## src/rtl/bst_mem_arbiter.sv

```systemverilog
// Round-robin arbiter sharing the BST memory-driver port between insert, search and delete engines.
// Read requester IDs are queued so read data is routed back in issue order.
module bst_mem_arbiter #(
    parameter int NB_REQ         = 3,
    parameter int RAM_ADDR_WIDTH = 16,
    parameter int RAM_DATA_WIDTH = 32,
    parameter int OSTDG_DEPTH    = 4
) (
    input  logic                               aclk,
    input  logic                               srst,
    input  logic [NB_REQ-1:0]                  req_valid,
    output logic [NB_REQ-1:0]                  req_ready,
    input  logic [NB_REQ-1:0]                  req_rd,
    input  logic [NB_REQ-1:0]                  req_wr,
    input  logic [NB_REQ*RAM_ADDR_WIDTH-1:0]   req_addr,
    input  logic [NB_REQ*RAM_DATA_WIDTH-1:0]   req_wr_data,
    output logic [NB_REQ-1:0]                  rsp_valid,
    input  logic [NB_REQ-1:0]                  rsp_ready,
    output logic [RAM_DATA_WIDTH-1:0]          rsp_data,
    output logic                               mem_valid,
    input  logic                               mem_ready,
    output logic                               mem_rd,
    output logic                               mem_wr,
    output logic [RAM_ADDR_WIDTH-1:0]          mem_addr,
    output logic [RAM_DATA_WIDTH-1:0]          mem_wr_data,
    input  logic                               mem_rd_valid,
    output logic                               mem_rd_ready,
    input  logic [RAM_DATA_WIDTH-1:0]          mem_rd_data,
    output logic [$clog2(OSTDG_DEPTH):0]       ostdg_cnt,
    output logic                               err_unexp_rsp
);
    localparam int IDW = (NB_REQ > 1) ? $clog2(NB_REQ) : 1;
    localparam int PW  = $clog2(OSTDG_DEPTH);
    localparam int CW  = PW + 1;

    typedef enum logic {ST_IDLE, ST_ISSUE} state_t;

    state_t                    r_state;
    state_t                    w_state_next;
    logic [IDW-1:0]            r_grant;
    logic [IDW-1:0]            r_last_grant;
    logic [IDW-1:0]            w_pick;
    logic                      w_found;
    logic [NB_REQ-1:0]         w_elig;
    logic [IDW-1:0]            w_cand  [NB_REQ];
    logic [RAM_ADDR_WIDTH-1:0] w_addr  [NB_REQ];
    logic [RAM_DATA_WIDTH-1:0] w_wdata [NB_REQ];

    logic [IDW-1:0]            r_fifo [OSTDG_DEPTH];
    logic [PW-1:0]             r_wptr;
    logic [PW-1:0]             r_rptr;
    logic [CW-1:0]             r_cnt;
    logic                      r_err;
    logic                      w_full;
    logic                      w_empty;
    logic                      w_accept;
    logic                      w_push;
    logic                      w_pop;
    logic [IDW-1:0]            w_head;

    assign w_full   = (r_cnt == CW'(OSTDG_DEPTH));
    assign w_empty  = (r_cnt == '0);
    // The ID queue is only a few entries deep and its head must steer responses in the same cycle.
    assign w_head   = r_fifo[r_rptr];
    assign w_accept = (r_state == ST_ISSUE) && mem_ready;
    assign w_push   = w_accept && req_rd[r_grant];
    assign w_pop    = !w_empty && mem_rd_valid && rsp_ready[w_head];

    genvar gi;
    generate
        for (gi = 0; gi < NB_REQ; gi++) begin : g_req
            assign w_elig[gi]    = req_valid[gi] && (!req_rd[gi] || !w_full);
            // Candidate gi is the requester searched gi-th, starting just after the last grant.
            assign w_cand[gi]    = IDW'((32'(r_last_grant) + 32'(gi) + 32'd1) % 32'(NB_REQ));
            assign w_addr[gi]    = req_addr[gi*RAM_ADDR_WIDTH +: RAM_ADDR_WIDTH];
            assign w_wdata[gi]   = req_wr_data[gi*RAM_DATA_WIDTH +: RAM_DATA_WIDTH];
            assign req_ready[gi] = w_accept && (r_grant == IDW'(gi));
            assign rsp_valid[gi] = !w_empty && mem_rd_valid && (w_head == IDW'(gi));
        end
    endgenerate

    always_comb begin
        w_found = 1'b0;
        w_pick  = r_last_grant;
        for (int k = NB_REQ - 1; k >= 0; k--) begin
            if (w_elig[w_cand[k]]) begin
                w_found = 1'b1;
                w_pick  = w_cand[k];
            end
        end
    end

    always_ff @(posedge aclk) begin
        if (srst) begin
            r_state      <= ST_IDLE;
            r_grant      <= '0;
            r_last_grant <= IDW'(NB_REQ - 1);
        end else begin
            r_state <= w_state_next;
            if (r_state == ST_IDLE && w_found)
                r_grant <= w_pick;
            if (w_accept)
                r_last_grant <= r_grant;
        end
    end

    always_comb begin
        w_state_next = r_state;
        case (r_state)
            ST_IDLE:  if (w_found)   w_state_next = ST_ISSUE;
            ST_ISSUE: if (mem_ready) w_state_next = ST_IDLE;
            default:                 w_state_next = ST_IDLE;
        endcase
    end

    always_comb begin
        mem_valid   = 1'b0;
        mem_rd      = 1'b0;
        mem_wr      = 1'b0;
        mem_addr    = '0;
        mem_wr_data = '0;
        if (r_state == ST_ISSUE) begin
            mem_valid   = 1'b1;
            mem_rd      = req_rd[r_grant];
            mem_wr      = req_wr[r_grant];
            mem_addr    = w_addr[r_grant];
            mem_wr_data = w_wdata[r_grant];
        end
    end

    always_ff @(posedge aclk) begin
        if (w_push)
            r_fifo[r_wptr] <= r_grant;
    end

    always_ff @(posedge aclk) begin
        if (srst) begin
            r_wptr <= '0;
            r_rptr <= '0;
            r_cnt  <= '0;
            r_err  <= 1'b0;
        end else begin
            if (w_push)
                r_wptr <= r_wptr + PW'(1);
            if (w_pop)
                r_rptr <= r_rptr + PW'(1);
            r_cnt <= r_cnt + CW'(w_push) - CW'(w_pop);
            if (w_empty && mem_rd_valid)
                r_err <= 1'b1;
        end
    end

    assign mem_rd_ready  = !w_empty && rsp_ready[w_head];
    assign rsp_data      = mem_rd_data;
    assign ostdg_cnt     = r_cnt;
    assign err_unexp_rsp = r_err;

endmodule
```

## config.mk

```make
export PLATFORM = sky130hd
export DESIGN_NAME = bst_mem_arbiter
export DESIGN_NICKNAME = d
export VERILOG_FILES = /design/src/rtl/bst_mem_arbiter.sv
export SDC_FILE = /design/constraint.sdc
export NUM_CORES = 1
export LEC_CHECK = 0
export BUFFER_PORTS_ARGS = -buffer_cell sky130_fd_sc_hd__buf_2
export CAP_MARGIN = 20
export CORE_AREA = 2 2 112 114
export CTS_BUF_LIST = sky130_fd_sc_hd__clkbuf_4
export DETAILED_ROUTE_END_ITERATION = 8
export DIE_AREA = 0 0 114 116
export GPL_ROUTABILITY_DRIVEN = 0
export GPL_TIMING_DRIVEN = 0
export HOLD_SLACK_MARGIN = 0.05
export SLEW_MARGIN = 40
export SYNTH_ARGS = -nofsm -noshare
export SYNTH_HDL_FRONTEND = slang
export SYNTH_SLANG_ARGS = --single-unit
```

## constraint.sdc

```tcl
create_clock -name aclk -period 5.8 [get_ports aclk]
set_clock_uncertainty 0.2 [all_clocks]
set_input_delay 0.58 -clock aclk [delete_from_list [all_inputs] [get_ports aclk]]
set_output_delay 0.58 -clock aclk [all_outputs]
set_load 0.01 [all_outputs]
```

* Word level (Yosys, flattened, before mapping)
Memories as Yosys holds them, arrays and structs flattened. A register that Yosys moved wholly into a read port is not among the register bits. Index checks and enable logic that the tools add are counted.
Word-level totals: memory bits (writable) 8, memories kept 1, register bits 13, output and inout bits 94
Cells by class: mux-type cells 36, $add $sub $neg 8, divide/modulo/power cells 3, $lt $le $gt $ge 6, reduce and logical (&&, ||, !) cells 27, bitwise logic cells 2, eq/ne operators 5
Memories:
- r_fifo | depth 4, bits a word 2, read ports 1, clocked after Yosys merged registers in 1, write ports 1, line 49 | logic [IDW-1:0] r_fifo [OSTDG_DEPTH];
Operator list (number):
- modulo 32 x 2 -> 32 bit, second input constant | 3
- 2-to-1 mux 32 bit | 3
- binary-select mux 32 bit (select 2 bit) | 1
- 2-to-1 mux 16 bit | 3
- binary-select mux 16 bit (select 2 bit) | 1
- logical AND 1 bit | 16
- 2-to-1 mux 1 bit | 16
- < comparator 2 x 3 -> 1 bit, second input constant | 5
- binary-select mux 1 bit (select 2 bit) | 6
- 2-to-1 mux 2 bit | 5
- adder 3 x 1 -> 4 bit, second input constant | 2
- logical NOT 1 bit | 5
- adder 2 x 1 -> 2 bit, second input constant | 2
- == test 2 x 1 -> 1 bit, second input constant | 2
- == test 2 bit, second input constant | 2
- logical NOT 2 bit | 2
- adder 2 x 1 -> 3 bit, second input constant | 1
- adder 2 x 2 -> 3 bit, second input constant | 1
- adder 3 x 1 -> 3 bit | 1
- == test 3 bit, second input constant | 1
- greater-or-equal comparator 3 bit, second input constant | 1
- logical NOT 3 bit | 1
- logical OR 1 bit | 3
- NOT 2 -> 3 bit | 1
- 3 further kinds | 3

* Depth between registers and ports, before layout
Gate-level depths: netlist of run 1.
depth after elaboration 11, mapped depth 13, mapped depth without buffers 11

* Least setup slack after synthesis of run 1
No wires, ideal clock.
path kind flip-flop to flip-flop, start register (tool-made name), end register r_cnt[2] (netlist: ostdg_cnt[2]), buffers on the path 0, library setup time 0.128 ns, arrival 2.718 ns, cell stages (with the launch flop) 12, path slack 2.754 ns, data required time 5.472 ns, cells stage by stage dfxtp_1 -> mux4_2 -> nor3b_1 -> o2bb2ai_1 -> ha_1 -> inv_1 -> ha_1 -> inv_1 -> fa_1 -> xor2_1 -> xnor2_1 -> nor2_1
RTL lines:
- end signal: assignment | line 147 | r_cnt <= r_cnt + CW'(w_push) - CW'(w_pop);
- end: declaration | line 52 | logic [CW-1:0] r_cnt;

* Worst setup path after layout of run 1
start register r_grant[1], end output port mem_addr[10]
Between the ends: longest elaborated chain between the ends 5
RTL lines:
- start: declaration | line 40 | logic [IDW-1:0] r_grant;
- start signal: assignment | line 101 | r_grant <= w_pick;
- NOT 2 -> 3 bit (implied by the code) | line 126 | mem_addr = w_addr[r_grant];
- binary-select mux 16 bit (select 2 bit) | line 126
- 2-to-1 mux 16 bit (implied by the code) (2 in a row) | line 126
- 2-to-1 mux 16 bit | line 122 | if (r_state == ST_ISSUE) begin
- end: declaration | line 24 | output logic [RAM_ADDR_WIDTH-1:0] mem_addr,
No other way between the ends. The select of a mux whose other input is x is not followed.

==> results of run 1 <==
-- cells by family (layout without fill, tap and decap cells) --
kind of cell    after synthesis  after routing  share of synthesized area
compound gates               76             76                      0.157
flops                        23             23                      0.194
fa+ha+maj                    10             10                     0.0476
buf+inv                      69            326                      0.137
xor+xnor                      4              4                     0.0126
simple gates                152            152                      0.249
mux                          54             54                      0.203
-- sequential cells by signal, summed over array words and instances (netlist names), named ones only --
| name | count |
|---|---|
| r_grant | 2 |
| ostdg_cnt | 3 |
| r_fifo | 8 |
| r_last_grant | 2 |
| r_state | 1 |
| err_unexp_rsp | 1 |
| r_rptr | 2 |
| r_wptr | 2 |
-- how the worst max path moves through the flow --
stage,startpoint,end,slack (ps),depth (start not counted)
after floorplan,flip-flop,ostdg_cnt[2]$_SDFF_PP0_,2750,11
after global placement,r_grant[1]$_SDFFE_PP0P_,mem_addr[10],2330,8
after detailed placement,r_grant[1]$_SDFFE_PP0P_,ostdg_cnt[2]$_SDFF_PP0_,2320,13
after CTS,r_grant[1]$_SDFFE_PP0P_,mem_addr[10],1990,8
after global routing,r_grant[1]$_SDFFE_PP0P_,mem_addr[7],1740,8
final,r_grant[1]$_SDFFE_PP0P_,mem_addr[10],2080,8
-- power by group --
part           switching [mW]  total [mW]  leakage [nW]  internal, mW
Combinational           0.385       0.680          2.04         0.295
Clock                  0.0488      0.0746        0.0177        0.0258
Sequential             0.0226       0.211         0.196         0.189
-- critical path: stages, from the launching register on --
cell and delay (ps):
dfxtp_1 420, clkbuf_1 440, nor2b_1 190, clkbuf_1 330, clkbuf_1 450, clkbuf_1 410
a21oi_1 130, nor2_1 100, buf_2 140
-- layout by cell type, fill, tap and decap left out, types with 8 or more instances in the layout --
master / count
buf_2: 256
clkbuf_1: 18
a21oi_1: 56
inv_1: 11
nor2_1: 113
ha_1: 9
mux2i_1: 52
buf_4: 32
dfxtp_1: 15
edfxtp_1: 8
-- through the flow --
step                      hold slack (ps)  setup slack [ps]
after floorplan                       258              2750
after global placement                245              2330
after detailed placement              253              2320
after CTS                             267              1990
after global routing                  273              1740
final                                 282              2080
-- layout make-up --
class	instances	area, um2
Buffer	58	343
Clock buffer	3	22.5
Clock inverter	1	5.00
Fill cell	1341	7640
Inverter	11	41.3
Multi-Input combinational cell	296	1870
Sequential cell	23	541
Tap cell	147	184
Timing Repair Buffer	253	1270
-- layer usage --
layer  track usage  wire (um)
met5             0         13
met4        0.0179        111
met3        0.0424        913
met2         0.302       6080
met1         0.189       4640
==> flow_summary_export.csv, run 1 <==
group,metric,value,unit
clocking,cts_resized,0,
global_route,gr-total-overflow,0,
floorplanning,die-area,13200,um2
worst_setup_path,crit_required,5020,ps
worst_setup_path,r2r-end,"ostdg_cnt[2]$_SDFF_PP0_",
pwr,total_power,0.966,mW
clocking,clkTransAtPathRegs,130,ps
min_path,holdPathStages,2,
synth,async_flop_share,0,
detailed_routing,postRouteWirelength,11800,um
detailed_routing,ant_nets,0,
timing,setup_tns,0,ps
worst_setup_path,start_kind,"flip-flop",
timing,slew_headroom,0.543,
clocking,postCtsSetupRepairBufs,0,
detailed_routing,drtPass1Iterations,4,
final_layout,fin_area,4270,um2
timing,fmax,269,MHz
synth,synth_edf_count,8,
pwr,cellPowerDensity,226,nW/um2
floorplanning,core_area,11900,um2
timing,setup_viol,0,
final_layout,n_antenna_cell,0,
worst_setup_path,ff2ff_setup_slack,2400,ps
timing,maxSlewViolCount,0,
clocking,cts_buffer_depth,2,
timing,worstMarginPinSlew,686,ps
synth,synth_area_leader_cell,"mux2i_1",
min_path,whs_endpoint,"err_unexp_rsp$_SDFFE_PP0P_",
floorplanning,die_x,114,um
floorplanning,start_util,0.234,
pwr,leakagePower,2.25,nW
floorplanning,die_h,116,um
worst_setup_path,critPathCaptureType,"primary output",
clocking,cts.sinks,23,
final_layout,final_util,0.358,
worst_setup_path,crit_arrival,2940,ps
clocking,cts_tree,"built",
final_layout,drive_gt1_frac,0.460,
detailed_routing,via_per_inst,4.50,
min_path,min_path_type,"flip-flop to flip-flop",
detailed_routing,route.detailed.drc,0,
detailed_routing,drtIter0Drc,162,
final_layout,instances_no_fill,792,
worst_setup_path,critPathMaxFanout,10,
min_path,hold_start,"err_unexp_rsp$_SDFFE_PP0P_",
global_route,grt_pass1_vias,3433,
clocking,root_buffer,"clkbuf_4",
synth,synth_area,2790,um2
timing,timing.final.crit_share,0.642,
synth,netlist_instances,388,
job,drv_cap,0,
synth,netlist-cell-type-count,47,
floorplanning,pin_count,286,
placed_design,placed_area,4240,um2
placed_design,dp_cells,788,
placed_design,io_buffers,253,
synth,synth_most_common_cell,"nor2_1",
final_layout,areaGrowthSynthToFinish,53.0,%
final_layout,nNetsFinal,848,
timing,min_period,3720,ps
global_route,grt_pass1_wl,17100,um
synth,syn-num-nets,590,
synth,ys_seq_area_frac,0.194,
global_route,grt_antenna_before_repair,2,
pwr,irDropWorstVdd,0.0917,mV
synth,avgSynthCellArea,7.19,um2
status,status,"finished, final reports clean",
synth,synth_area_leaders,"mux2i_1 19%, nor2_1 15%, dfxtp_1 11%",
global_route,grt_usage,0.161,
synth,ys_ff_latch,23,
timing,rsz0062_at_grt,"false",
synth,synth_ff_type,"dfxtp_1",
global_route,grt_max_degree,14,
placed_design,hpwlAfterDp,10100,um
clocking,holdBufCountCts,0,
detailed_routing,wire_per_inst,14.8,um
synth,synth_common_cells,"113 x nor2_1, 56 x a21oi_1, 52 x mux2i_1",
worst_setup_path,reg2reg_depth,13,
clocking,htree_levels,1,
worst_setup_path,worstReg2RegStart,"r_grant[1]$_SDFFE_PP0P_",
worst_setup_path,criticalPathCategory,"flip-flop to primary output",
detailed_routing,vias,3567,
synth,synth_warnings,0,
clocking,worstSkewPairLatency,310,ps
floorplanning,num_rows,40,
timing,hold_viol,0,
synth,synth_top_area_share,0.187,
clocking,numCtsBuffers,3,
No activity file was read; power rests on OpenSTA's default activity.
==> run 2, diff against run 1 <==
--- a/config.mk
+++ b/config.mk
@@ -7,10 +7,10 @@
 export LEC_CHECK = 0
 export BUFFER_PORTS_ARGS = -buffer_cell sky130_fd_sc_hd__buf_2
 export CAP_MARGIN = 20
-export CORE_AREA = 2 2 112 114
+export CORE_AREA = 2 2 110 112
 export CTS_BUF_LIST = sky130_fd_sc_hd__clkbuf_4
 export DETAILED_ROUTE_END_ITERATION = 8
-export DIE_AREA = 0 0 114 116
+export DIE_AREA = 0 0 112 114
 export GPL_ROUTABILITY_DRIVEN = 0
 export GPL_TIMING_DRIVEN = 0
 export HOLD_SLACK_MARGIN = 0.05
==> constraint.sdc (replaced) <==
create_clock -name aclk -period 3.9 [get_ports aclk]
set_clock_uncertainty 0.2 [all_clocks]
set_input_delay 0.39 -clock aclk [delete_from_list [all_inputs] [get_ports aclk]]
set_output_delay 0.39 -clock aclk [all_outputs]
set_load 0.01 [all_outputs]
==> flow_summary_export.csv, run 2 (same netlist as run 1, synthesis figures left out) <==
group,metric,value,unit
status,status,"finished, final reports clean",
global_route,grt_pass1_vias,3320,
worst_setup_path,cpPeakStageDelay,480,ps
timing,setup_viol,0,
pwr,power_frac_seq,0.218,
worst_setup_path,crit_required,3310,ps
clocking,root_buffer,"clkbuf_4",
final_layout,largest_reg_flops,8,
clocking,worstSkewPairLatency,310,ps
final_layout,final_common_cell,"buf_2",
floorplanning,die_h,114,um
floorplanning,core_area,11700,um2
pwr,power_frac_clock,0.075,
min_path,hold_start,"srst",
global_route,grt_usage,0.170,
worst_setup_path,path_cells,"clkbuf_1 > nor2b_1 > clkbuf_1 > clkbuf_1 > clkbuf_1 > a21oi_1 > nor2_1 > buf_2",
worst_setup_path,worstReg2RegStart,"r_grant[1]$_SDFFE_PP0P_",
pwr,cellPowerDensity,338,nW/um2
worst_setup_path,r2r-end,"ostdg_cnt[2]$_SDFF_PP0_",
worst_setup_path,cp-endpoint,"mem_addr[6]",
timing,slew_headroom,0.479,
final_layout,drive_gt1_frac,0.459,
worst_setup_path,cp-startpoint,"r_grant[1]$_SDFFE_PP0P_",
placed_design,io_buffers,253,
worst_setup_path,ff2ff_setup_slack,460,ps
worst_setup_path,critPathCaptureType,"primary output",
placed_design,dp_cells,788,
clocking,clkTransAtPathRegs,130,ps
floorplanning,start_util,0.238,
detailed_routing,drtPass1Iterations,6,
final_layout,final_util,0.365,
timing,worstMarginPinSlew,781,ps
clocking,postCtsSetupRepairBufs,0,
detailed_routing,wire_per_inst,15.1,um
worst_setup_path,reg2reg_depth,13,
pwr,p_sw_frac,0.474,
worst_setup_path,crit_path_frequent_cell,"clkbuf_1",
timing,hold_viol,0,
final_layout,instances_no_fill,793,
detailed_routing,vias,3592,
floorplanning,die_x,112,um
clocking,holdBufCountCts,0,
final_layout,top_register,"r_fifo",
global_route,grt_max_degree,14,
placed_design,hpwlAfterDp,10300,um
floorplanning,pin_count,286,
pwr,p_comb_frac,0.706,
timing,min_period,3530,ps
detailed_routing,ant_nets,0,
global_route,gr-total-overflow,0,
floorplanning,num_rows,40,
clocking,cts_buffer_depth,2,
pwr,leakagePower,2.25,nW
worst_setup_path,start_kind,"flip-flop",
timing,rsz0062_at_grt,"false",
final_layout,areaGrowthSynthToFinish,53.1,%
detailed_routing,via_per_inst,4.53,
global_route,grt_antenna_before_repair,1,
worst_setup_path,critPathSlowestCell,"clkbuf_1",
detailed_routing,drtIter0Drc,179,
detailed_routing,postRouteWirelength,12000,um
min_path,min_path_type,"input pin to flip-flop",
final_layout,nNetsFinal,848,
worst_setup_path,critPathMaxFanout,10,
clocking,numCtsBuffers,3,
pwr,power.switching,0.684,mW
clocking,cts_tree,"built",
timing,setup_tns,0,ps
timing,maxSlewViolCount,0,
final_layout,fillers,1332,
clocking,htree_levels,1,
job,drv_cap,0,
global_route,grt_pass1_wl,17500,um
floorplanning,die-area,12800,um2
timing,timing.final.crit_share,0.905,
pwr,irDropWorstVdd,0.167,mV
detailed_routing,route.detailed.drc,0,
pwr,intPower,0.758,mW
worst_setup_path,crit_arrival,2940,ps
clocking,cts.sinks,23,
worst_setup_path,criticalPathCategory,"flip-flop to primary output",
timing,fmax,283,MHz
clocking,cts_resized,0,
final_layout,mostFrequentLayoutCells,"256 x buf_2, 113 x nor2_1, 56 x a21oi_1",
run 2: metal layers:
layer,vias up,track usage,part of all wire
met3,4,0.0266,0.068
met5,-,0,0.0013
met4,2,0.0171,0.0029
met1,1606,0.216,0.40
li1,1832,-,-
met2,148,0.316,0.52
run 2: cell type report:
type / instances / area, um2 / share of cell area
clock buffer: 3 / 22.5 / 0.00528
buffer: 58 / 342 / 0.0800
clock inverter: 1 / 5.00 / 0.00117
inverter: 11 / 41.3 / 0.00967
multi-input combinational: 296 / 1870 / 0.437
sequential: 23 / 541 / 0.127
tap: 147 / 184 / 0.0431
antenna: 1 / 2.50 / 0.000586
timing repair buffer: 253 / 1270 / 0.297
run 2: critical path, delay by kind of cell, from the launching register on:
kind | cells | cell delay, ps
buffers and inverters | 5 | 1810
DFF | 1 | 420
and+or+nand+nor | 2 | 300
AOI/OAI and AO/OA | 1 | 130
run 2: power by group through the flow:
stage / clock [mW] / combinational [mW] / sequential [mW]
2_1_floorplan: 0 / 0.655 / 0.318
3_3_place_gp: 0 / 1.03 / 0.320
3_5_place_dp: 0 / 1.03 / 0.322
4_1_cts: 0.111 / 1.03 / 0.315
5_1_grt: 0.121 / 1.13 / 0.323
6_report: 0.109 / 1.02 / 0.315
run 2: through the flow:
step	setup slack [ps]	hold WS, ps	power [mW]	cell area, um2
after detailed placement	408	264	1.35	4240
final	369	90.4	1.44	4270
after global routing	29.3	100	1.58	4270
after CTS	277	85.7	1.46	4270
after global placement	443	256	1.35	4240
after floorplan	854	258	0.972	2790
run 2: worst min path at each step:
stage / endpoint / slack [ps] / cells after the start
2_1_floorplan: r_fifo[0][1]$_DFFE_PP_ / 260 / 0
3_3_place_gp: err_unexp_rsp$_SDFFE_PP0P_ / 260 / 2
3_5_place_dp: err_unexp_rsp$_SDFFE_PP0P_ / 260 / 2
4_1_cts: ostdg_cnt[0]$_SDFF_PP0_ / 90 / 2
5_1_grt: ostdg_cnt[0]$_SDFF_PP0_ / 100 / 2
6_report: ostdg_cnt[0]$_SDFF_PP0_ / 90 / 2
